<file path="src/rtl/affine_loop_ctrl_pkg.sv">
// affine_loop_ctrl_pkg: shared types and helpers for the affine loop schedule controller.
package affine_loop_ctrl_pkg;

    localparam int CTRL_W_DEFAULT = 16;

    typedef logic [CTRL_W_DEFAULT-1:0] ctrl_idx_t;

    typedef enum logic [1:0] {WAIT, RUN, DONE} alc_state_e;

    function automatic logic [31:0] sat_inc32(input logic [31:0] v);
        return (&v) ? v : v + 32'd1;
    endfunction

endpackage

</file>
<file path="src/rtl/affine_loop_ctrl_if.sv">
// affine_loop_ctrl_if: schedule bus between the controller and its driver/consumer.
//   flush, en        : driver -> controller (synchronous restart, advance enable)
//   valid            : one-cycle strobe per loop iteration
//   ctrl_vars[2:0]   : registered indices, ctrl_vars[0] = dim0 (outermost)
//   done             : sticky completion flag
//   cycle_cnt, stall_cnt : only with AFFINE_LOOP_CTRL_CYCLE_CNT_EN defined
interface affine_loop_ctrl_if #(parameter int CTRL_W = 16);
    logic              flush;
    logic              en;
    logic              valid;
    logic              done;
    logic [CTRL_W-1:0] ctrl_vars [2:0];
`ifdef AFFINE_LOOP_CTRL_CYCLE_CNT_EN
    logic [31:0]       cycle_cnt;
    logic [31:0]       stall_cnt;
`endif

    modport master (
        input  flush, en,
`ifdef AFFINE_LOOP_CTRL_CYCLE_CNT_EN
        output cycle_cnt, stall_cnt,
`endif
        output valid, ctrl_vars, done
    );

    modport slave (
        output flush, en,
`ifdef AFFINE_LOOP_CTRL_CYCLE_CNT_EN
        input  cycle_cnt, stall_cnt,
`endif
        input  valid, ctrl_vars, done
    );

endinterface

</file>
<file path="src/rtl/affine_wrap_ctr.sv">
// affine_wrap_ctr: one loop index that wraps at extent-1 and reports a carry.
//   clk, rst   : clock, async active-high reset
//   clr_i      : synchronous clear (flush)
//   inc_i      : carry-in; this index would step on this slot
//   upd_i      : commit the step (enable and not the terminal slot)
//   extent_i   : trip count of this loop level
//   value_o    : registered index
//   carry_o    : inc_i while the index sits at extent-1
module affine_wrap_ctr #(parameter int CTRL_W = 16) (
    input  logic              clk,
    input  logic              rst,
    input  logic              clr_i,
    input  logic              inc_i,
    input  logic              upd_i,
    input  logic [CTRL_W-1:0] extent_i,
    output logic [CTRL_W-1:0] value_o,
    output logic              carry_o
);
    localparam logic [CTRL_W-1:0] ONE = CTRL_W'(1);

    logic [CTRL_W-1:0] value_q, value_d;
    logic              at_max;

    assign at_max  = value_q == extent_i - ONE;
    assign carry_o = inc_i && at_max;
    assign value_o = value_q;

    always_comb value_d = clr_i ? '0 : !(inc_i && upd_i) ? value_q : at_max ? '0 : value_q + ONE;

    always_ff @(posedge clk or posedge rst)
        if (rst) value_q <= '0;
        else     value_q <= value_d;

endmodule

</file>
<file path="src/rtl/affine_loop_ctrl.sv">
// affine_loop_ctrl: start-delay / initiation-interval schedule over a 3-level nested loop.
//   clk, rst : clock, async active-high reset
//   bus      : affine_loop_ctrl_if.master (flush, en in; valid, ctrl_vars, done out)
//   Optional counters cycle_cnt/stall_cnt exist with AFFINE_LOOP_CTRL_CYCLE_CNT_EN defined.
module affine_loop_ctrl
    import affine_loop_ctrl_pkg::*;
#(
    parameter int CTRL_W = CTRL_W_DEFAULT,
    parameter int EXT0   = 1,
    parameter int EXT1   = 64,
    parameter int EXT2   = 64,
    parameter int START  = 0,
    parameter int II     = 1
) (
    input logic clk,
    input logic rst,
    affine_loop_ctrl_if.master bus
);
    typedef logic [CTRL_W-1:0] idx_t;

    localparam idx_t ONE     = idx_t'(1);
    localparam idx_t START_C = idx_t'(START);
    localparam idx_t II_C    = idx_t'(II);
    localparam idx_t EXT0_C  = idx_t'(EXT0);
    localparam idx_t EXT1_C  = idx_t'(EXT1);
    localparam idx_t EXT2_C  = idx_t'(EXT2);

    localparam logic [1:0] S_WAIT = WAIT;
    localparam logic [1:0] S_RUN  = RUN;
    localparam logic [1:0] S_DONE = DONE;

    logic [1:0] state_q, state_d;
    idx_t       dly_q, dly_d, ii_q, ii_d;
    idx_t       idx0, idx1, idx2;
    logic       valid_q, valid_d, done_q, done_d;
    logic       ii_hit, slot, c2, c1, last, upd;

    // slot: this enabled edge would emit the next strobe in RUN; the chain's
    // final carry then means the current tuple was the last one.
    assign ii_hit = (ii_q + ONE) == II_C;
    assign slot   = (state_q == S_RUN) && ii_hit;
    assign upd    = bus.en && !last;

    affine_wrap_ctr #(.CTRL_W(CTRL_W)) u_dim2 (
        .clk(clk), .rst(rst), .clr_i(bus.flush), .inc_i(slot), .upd_i(upd),
        .extent_i(EXT2_C), .value_o(idx2), .carry_o(c2)
    );

    affine_wrap_ctr #(.CTRL_W(CTRL_W)) u_dim1 (
        .clk(clk), .rst(rst), .clr_i(bus.flush), .inc_i(c2), .upd_i(upd),
        .extent_i(EXT1_C), .value_o(idx1), .carry_o(c1)
    );

    affine_wrap_ctr #(.CTRL_W(CTRL_W)) u_dim0 (
        .clk(clk), .rst(rst), .clr_i(bus.flush), .inc_i(c1), .upd_i(upd),
        .extent_i(EXT0_C), .value_o(idx0), .carry_o(last)
    );

    always_comb begin
        state_d = state_q;
        dly_d   = dly_q;
        ii_d    = ii_q;
        valid_d = 1'b0;
        done_d  = done_q;
        if (bus.flush) begin
            state_d = S_WAIT;
            dly_d   = '0;
            ii_d    = '0;
            done_d  = 1'b0;
        end else if (bus.en && state_q == S_WAIT) begin
            state_d = (dly_q == START_C) ? S_RUN : S_WAIT;
            valid_d = dly_q == START_C;
            dly_d   = (dly_q == START_C) ? dly_q : dly_q + ONE;
        end else if (bus.en && state_q == S_RUN) begin
            ii_d    = ii_hit ? '0 : ii_q + ONE;
            valid_d = ii_hit && !last;
            done_d  = ii_hit && last;
            state_d = (ii_hit && last) ? S_DONE : S_RUN;
        end
    end

    always_ff @(posedge clk or posedge rst)
        if (rst) begin
            state_q <= S_WAIT;
            dly_q   <= '0;
            ii_q    <= '0;
            valid_q <= 1'b0;
            done_q  <= 1'b0;
        end else begin
            state_q <= state_d;
            dly_q   <= dly_d;
            ii_q    <= ii_d;
            valid_q <= valid_d;
            done_q  <= done_d;
        end

    assign bus.valid        = valid_q;
    assign bus.done         = done_q;
    assign bus.ctrl_vars[0] = idx0;
    assign bus.ctrl_vars[1] = idx1;
    assign bus.ctrl_vars[2] = idx2;

`ifdef AFFINE_LOOP_CTRL_CYCLE_CNT_EN
    logic [31:0] cyc_q, stall_q;

    // The edge that raises done is not counted, so the count freezes with done.
    always_ff @(posedge clk or posedge rst)
        if (rst) begin
            cyc_q   <= '0;
            stall_q <= '0;
        end else if (bus.flush) begin
            cyc_q   <= '0;
            stall_q <= '0;
        end else begin
            if (bus.en && !done_d)              cyc_q   <= sat_inc32(cyc_q);
            if (!bus.en && state_q != S_DONE)   stall_q <= sat_inc32(stall_q);
        end

    assign bus.cycle_cnt = cyc_q;
    assign bus.stall_cnt = stall_q;
`endif

endmodule

</file>
<file path="src/flat_wrapper.sv">
// flat-port wrapper written by rule: the top's interface ports become plain ports
module affine_loop_ctrl_flat import affine_loop_ctrl_pkg::*;
#(
    parameter int CTRL_W = CTRL_W_DEFAULT,
    parameter int EXT0   = 1,
    parameter int EXT1   = 64,
    parameter int EXT2   = 64,
    parameter int START  = 0,
    parameter int II     = 1
)
  (clk, rst, bus_flush, bus_en, bus_valid, bus_ctrl_vars, bus_done);
  affine_loop_ctrl_if #(.CTRL_W(CTRL_W)) bus_i ();
  input logic clk;
  input logic rst;
  input wire logic [$bits(bus_i.flush)-1:0] bus_flush;
  input wire logic [$bits(bus_i.en)-1:0] bus_en;
  output wire logic [$bits(bus_i.valid)-1:0] bus_valid;
  output wire logic [$bits(bus_i.ctrl_vars)-1:0] bus_ctrl_vars;
  output wire logic [$bits(bus_i.done)-1:0] bus_done;
  assign bus_i.flush = bus_flush;
  assign bus_i.en = bus_en;
  assign bus_valid = bus_i.valid;
  assign bus_ctrl_vars = {>>{bus_i.ctrl_vars}};
  assign bus_done = bus_i.done;
  affine_loop_ctrl #(.CTRL_W(CTRL_W), .EXT0(EXT0), .EXT1(EXT1), .EXT2(EXT2), .START(START), .II(II)) u_core (.clk(clk), .rst(rst), .bus(bus_i));
endmodule
</file>
<file path="config.mk">
export PLATFORM = sky130hd
export DESIGN_NAME = affine_loop_ctrl_flat
export DESIGN_NICKNAME = d
export VERILOG_FILES = /design/src/rtl/affine_loop_ctrl_pkg.sv /design/src/rtl/affine_loop_ctrl_if.sv /design/src/rtl/affine_wrap_ctr.sv /design/src/rtl/affine_loop_ctrl.sv /design/src/flat_wrapper.sv
export SDC_FILE = /design/constraint.sdc
export NUM_CORES = 1
export LEC_CHECK = 0
export BUFFER_PORTS_ARGS = -buffer_cell sky130_fd_sc_hd__buf_2
export CAP_MARGIN = 20
export CORE_MARGIN = 4
export CORE_UTILIZATION = 40
export CTS_BUF_LIST = sky130_fd_sc_hd__clkbuf_4 sky130_fd_sc_hd__clkbuf_8 sky130_fd_sc_hd__clkbuf_16
export CTS_CLUSTER_SIZE = 24
export DETAILED_ROUTE_END_ITERATION = 6
export PLACE_DENSITY = 0.62
export SYNTH_ARGS = -nofsm -noshare
export SYNTH_HDL_FRONTEND = slang
export SYNTH_SLANG_ARGS = --single-unit
</file>
<file path="constraint.sdc">
create_clock -name clk -period 2.8 [get_ports clk]
set_clock_uncertainty 0.05 [all_clocks]
set_input_delay 0.28 -clock clk [delete_from_list [all_inputs] [get_ports clk]]
set_output_delay 0.28 -clock clk [all_outputs]
set_load 0.1 [all_outputs]
</file>
### Word-level counts from Yosys, hierarchy flattened

Cells that the tools add are included.

* register bits: 84
* latch bits: 0
* RAM bits: 0
* bits in read-only memories: 0
* input port bits: 4
* output and inout bits: 50
* word-level logic and storage cells: 70
* memories: 0

* add/sub/neg operators: 5
* multipliers: 0
* div/mod/pow operators: 0
* order comparisons: 0
* eq/ne operators: 6
* shift operators: 0
* mux-type cells: 27
* bitwise gates (word level): 0
* reductions and logical operators: 24

Operator list (count)
* $mux W16: 16
* $add A16 B1 Y16 const B: 5
* $eq A16 B6 Y1 const B: 2
* $logic_not A16 Y1: 2
* $eq A16 B1 Y1 const B: 1
* $logic_and A1 B1 Y1: 12
* $reduce_bool A2 Y1: 5
* $mux W2: 4
* $mux W1: 7
* $ne A2 B2 Y1 const B: 2
* $reduce_and A2 Y1: 2
* $reduce_bool A3 Y1: 1
* $eq A2 B1 Y1 const B: 1
* $logic_not A2 Y1: 1
* $logic_not A1 Y1: 1

### Depth between registers and ports, before layout

* depth in word-level cells: 11
* depth in mapped cells: 12

### Hierarchy

Synthesis repeated with hierarchy kept, for this count alone.

* cells, all modules: 764
* area, all modules: 6528.8 um2

Modules (own cells, without submodules)
* affine_wrap_ctr: times used 3, cells an instance 174, area an instance 1427.6 um2, seq. area each 400.4 um2
* affine_loop_ctrl: times used 1, cells an instance 242, area an instance 2245.9 um2, seq. area each 900.9 um2

### Worst setup path after synthesis

Ideal clock, no wire load.

* path type: flip-flop to flip-flop
* start: reg u_core.u_dim1.value_q[0] (netlist: u_core.u_dim1.value_o[0])
* end: reg u_core.u_dim1.value_q[0] (netlist: u_core.u_dim1.value_o[0])
* data arrival time: 3.290 ns
* path slack: -0.633 ns
* stages on the path, launching flop included: 10
* cell sequence: dfrtp_1 ha_1 nand3_1 nor4_1 nor4b_1 nor3_1 a41oi_1 buf_2 nand2_1 o21ai_0

* cells in the longest elaborated chain, start to end: 7
* elaborated cells between the ends (all ways): 11
* classes of those cells: add/sub (1); eq/ne (1); mux (3); reduce/logical (6)

Ends and longest elaborated chain
* start, declared: line affine_wrap_ctr.sv:21 `logic [CTRL_W-1:0] value_q, value_d;`
* start signal, assigned: line affine_wrap_ctr.sv:32 `else value_q <= value_d;`
* parallel branches: the longest is 7 deep, another holds $add A16 B1 Y16

Parallel ways; which one is timed is not known. The select of a mux whose other input is x is not followed.
A chain may end at the register's enable or synchronous reset.

### Worst setup path in the final report

* start: reg u_core.ii_q[1]
* end: reg u_core.u_dim0.value_q[8] (netlist: u_core.u_dim0.value_o[8])

* cells in the longest elaborated chain, start to end: 10

Ends and longest elaborated chain
* start, declared: line affine_loop_ctrl.sv:33 `idx_t dly_q, dly_d, ii_q, ii_d;`
* start signal, assigned: line affine_loop_ctrl.sv:92 `ii_q <= ii_d;`
* $add A16 B1 Y16 *: line affine_loop_ctrl.sv:40 `assign ii_hit = (ii_q + ONE) == II_C;`
* $eq A16 B1 Y1 *: line affine_loop_ctrl.sv:40
* $logic_and A1 B1 Y1 *: line affine_loop_ctrl.sv:41 `assign slot = (state_q == S_RUN) && ii_hit;`
* $logic_and A1 B1 Y1 * (2 in a row): line affine_wrap_ctr.sv:25 `assign carry_o = inc_i && at_max;`
* $logic_and A1 B1 Y1: line affine_wrap_ctr.sv:25
* $logic_not A1 Y1: line affine_loop_ctrl.sv:42 `assign upd = bus.en && !last;`
* $logic_and A1 B1 Y1: line affine_loop_ctrl.sv:42
* $logic_and A1 B1 Y1 *: line affine_wrap_ctr.sv:28 `always_comb value_d = clr_i ? '0 : !(inc_i && upd_i) ? value_q : at_max ? '0 : value_q + ONE;`
* $reduce_bool A2 Y1 (no line) *
* end signal, assigned: line affine_wrap_ctr.sv:32
* end, declared: line affine_wrap_ctr.sv:21

Mark *: on every way between the ends. The rest lies on a longest branch, timed or not.

==> flow_metrics.tcl <==
set metrics [dict create \
    status "complete, but fails checks" \
    violations "setup timing" \
    critPathMaxFanout 12 \
    drv_slew 0 \
    nets 702 \
    synth.distinct_cells 58 \
    final_common_cell "buf_4" \
    p_per_area_nw_per_um2 386 \
    fp-row-count 40 \
    drive_gt1_share_pct 32.2 \
    fp.dieH_um 119 \
    placed_area_um2 6020 \
    place_inst 836 \
    fin_crit_ns 3.05 \
    setup-tns-final_ns -2.37 \
    cp-end-kind "flop" \
    drc 0 \
    setup_ws_ns -0.251 \
    clock-root-buffer "clkbuf_16" \
    syn-instance-count 560 \
    ys_dominant_reg_cell "dfrtp_1" \
    cts_tree "built" \
    drtPass1Iterations 4 \
    mostFrequentLayoutCells "buf_4 (78), dfrtp_1 (59), nand2_1 (55)" \
    n_antenna_cell 0 \
    die_x_um 119 \
    yosysWarnings 0 \
    grt_pass1_vias 4576 \
    slew_headroom_pct 60.9 \
    io-pin-count 54 \
    grt_setup_unrepaired "true" \
    cap_violations 0 \
    worst_ep_required_time_ns 2.99 \
    avgSynthCellArea_um2 8.83 \
    drtIter0Drc 262 \
    dpl.hpwl_um 9230 \
    detail_route.vias_per_cell 5.45 \
    area_growth_syn_to_layout_pct 34.2 \
    arrival_ns 3.24 \
    setup_viol_count_final 14 \
    finalHoldViolCount 0 \
    die_area_um2 14200 \
    crit_type "flop to flop" \
    hold_class "primary input to flop" \
    clockBufferDepth 2 \
    antenna_found_initial 0 \
    finalInstanceArea_um2 6630 \
    ys_async_sr_fraction_pct 100 \
    vias 4704 \
    gp_congestion 0.892 \
    fin_crit_sh_pct 109 \
    drtAntennaViolNets 0 \
    grt_pass1_wl_um 22000 \
    tightest_slew_ns 0.584 \
    max-vdd-ir-drop_uv 223 \
    io_buffers 53 \
    track_usage_pct 18.8 \
    stdcell_count 863 \
    synthesis.nets 572 \
    fmaxAchievable_mhz 328 \
    synth_edf_count 0 \
    overflow 0 \
    post_drt_wl_per_cell_um 15.2 \
    start_util_pct 41.0 \
    fin_util_pct 55.0 \
    cts_buffers 9 \
    yosysSeqAreaShare_pct 42.5 \
    post-place-ws_ns -0.350 \
    clk_latency_ns 0.35 \
    wl_um 13100 \
    synth_seq_cells 84 \
    fillers 1113 \
    leakage_uw 0.00302 \
    clkSlewWorstSetupHoldPaths_ns 0.07 \
    core_um2 12100 \
    cts_htree_levels 3 \
    grt_max_degree 67 \
    syn_area_um2 4940 \
    critPathLaunchType "flop" \
    clkSinkCount 84 \
]
-- report_power, final --
group	switching (uW)	internal [uW]	leakage (uW)
registers	4.07	1220	0.00113
clock network	498	699	0.000134
logic	106	32.7	0.00176
-- what timing repair did --
item	CTS	global route
resized for setup	7	37
hold endpoints to repair	18	0
hold buffers	1	0
gates cloned	0	1
setup endpoints to repair	24	40
setup buffers	0	9
pin swaps	0	12
-- logic make-up after synthesis --
kind of cell	count (synthesis)	share of synthesized area (%)
buffers and inverters	38	3.42
and+or+nand+nor	288	31.0
muxes	7	1.72
AOI/OAI and AO/OA	100	13.1
adders and majority gates	8	2.03
xor gates and xnor gates	35	6.20
DFF	84	42.5
-- synth_stat cells, types with 4 or more instances --
| library cell | number | area [um^2] |
|---|---|---|
| nor2_1 | 52 | 195 |
| and3_1 | 18 | 113 |
| buf_2 | 5 | 25.0 |
| a211o_1 | 4 | 35.0 |
| a22o_1 | 5 | 43.8 |
| nand2_1 | 56 | 210 |
| xor2_1 | 19 | 166 |
| mux2i_1 | 4 | 40.0 |
| or3_1 | 19 | 119 |
| o21ai_0 | 33 | 165 |
| nand2b_1 | 8 | 50.1 |
| clkbuf_1 | 10 | 37.5 |
| a21oi_1 | 20 | 100 |
| and4_1 | 4 | 35.0 |
| or4_1 | 5 | 37.5 |
| ha_1 | 8 | 100 |
| nand4_1 | 21 | 131 |
| and2_1 | 8 | 50.1 |
| dfrtp_1 | 84 | 2100 |
| nor4b_1 | 4 | 35.0 |
| nor2b_1 | 5 | 31.3 |
| nor3_1 | 17 | 85.1 |
| o31ai_1 | 9 | 67.6 |
| xnor2_1 | 16 | 140 |
| o211ai_1 | 5 | 37.5 |
| nor4_1 | 11 | 68.8 |
| inv_1 | 17 | 63.8 |
| nand3_1 | 43 | 215 |
| a21o_1 | 6 | 45.0 |
| a31oi_1 | 4 | 25.0 |
-- cell type report --
type	instances	area, um^2	area share (%)
multi-input cells	438	2930	44.2
well taps	168	210	3.17
inverters	17	65.1	0.981
clock buffers	10	233	3.51
repair buffers	140	995	15.0
flip-flops and latches	84	2130	32.2
clock inverters	6	65.1	0.981
-- critical path, stage by stage, from the launching register on --
cell and delay [ns]:
dfrtp_1 0.42, ha_4 0.21, buf_4 0.15, a311oi_4 0.25, o211ai_1 0.13, or4b_4 0.50, or4b_4 0.55, buf_12 0.16
o311a_1 0.31, or2_1 0.20
-- per-layer routing --
layer | GRT usage, % | vias up | part of all wire, %
met5 | 0 | - | 0
met4 | 8.11 | 0 | 2.1
met3 | 2.99 | 16 | 3.7
met2 | 30.7 | 78 | 49
met1 | 24.6 | 2301 | 45
li1 | - | 2309 | -
-- stage by stage --
step	total power [uW]	hold WS, ns
6_report	2560	0.150
2_1_floorplan	1330	0.403
3_5_place_dp	1380	0.215
4_1_cts	2580	0.141
3_3_place_gp	1380	0.213
5_1_grt	2660	0.150
-- flip-flops by register name, summed over array words and instances (netlist names) --
name / count
u_core.state_q: 2
u_core.u_dim2.value_o: 16
u_core.dly_q: 16
u_core.bus.done: 1
u_core.u_dim1.value_o: 16
u_core.u_dim0.value_o: 16
u_core.bus.valid: 1
u_core.ii_q: 16
-- path summary, 6_finish.rpt --
check                                  start                        end  slack, ns  cells past startpoint
min in group asynchronous                rst  u_core.u_dim2.value_o[15]       0.39                      3
max in group asynchronous                rst   u_core.u_dim1.value_o[0]       1.63                      4
hold / removal                     bus_flush             u_core.ii_q[4]       0.15                      2
hold reg to reg            u_core.state_q[0]           u_core.bus.valid       0.43                      1
setup reg to reg              u_core.ii_q[1]   u_core.u_dim0.value_o[8]      -0.25                      9
setup / recovery              u_core.ii_q[1]   u_core.u_dim0.value_o[8]      -0.25                      9
Power figures use the tool's default switching activity.
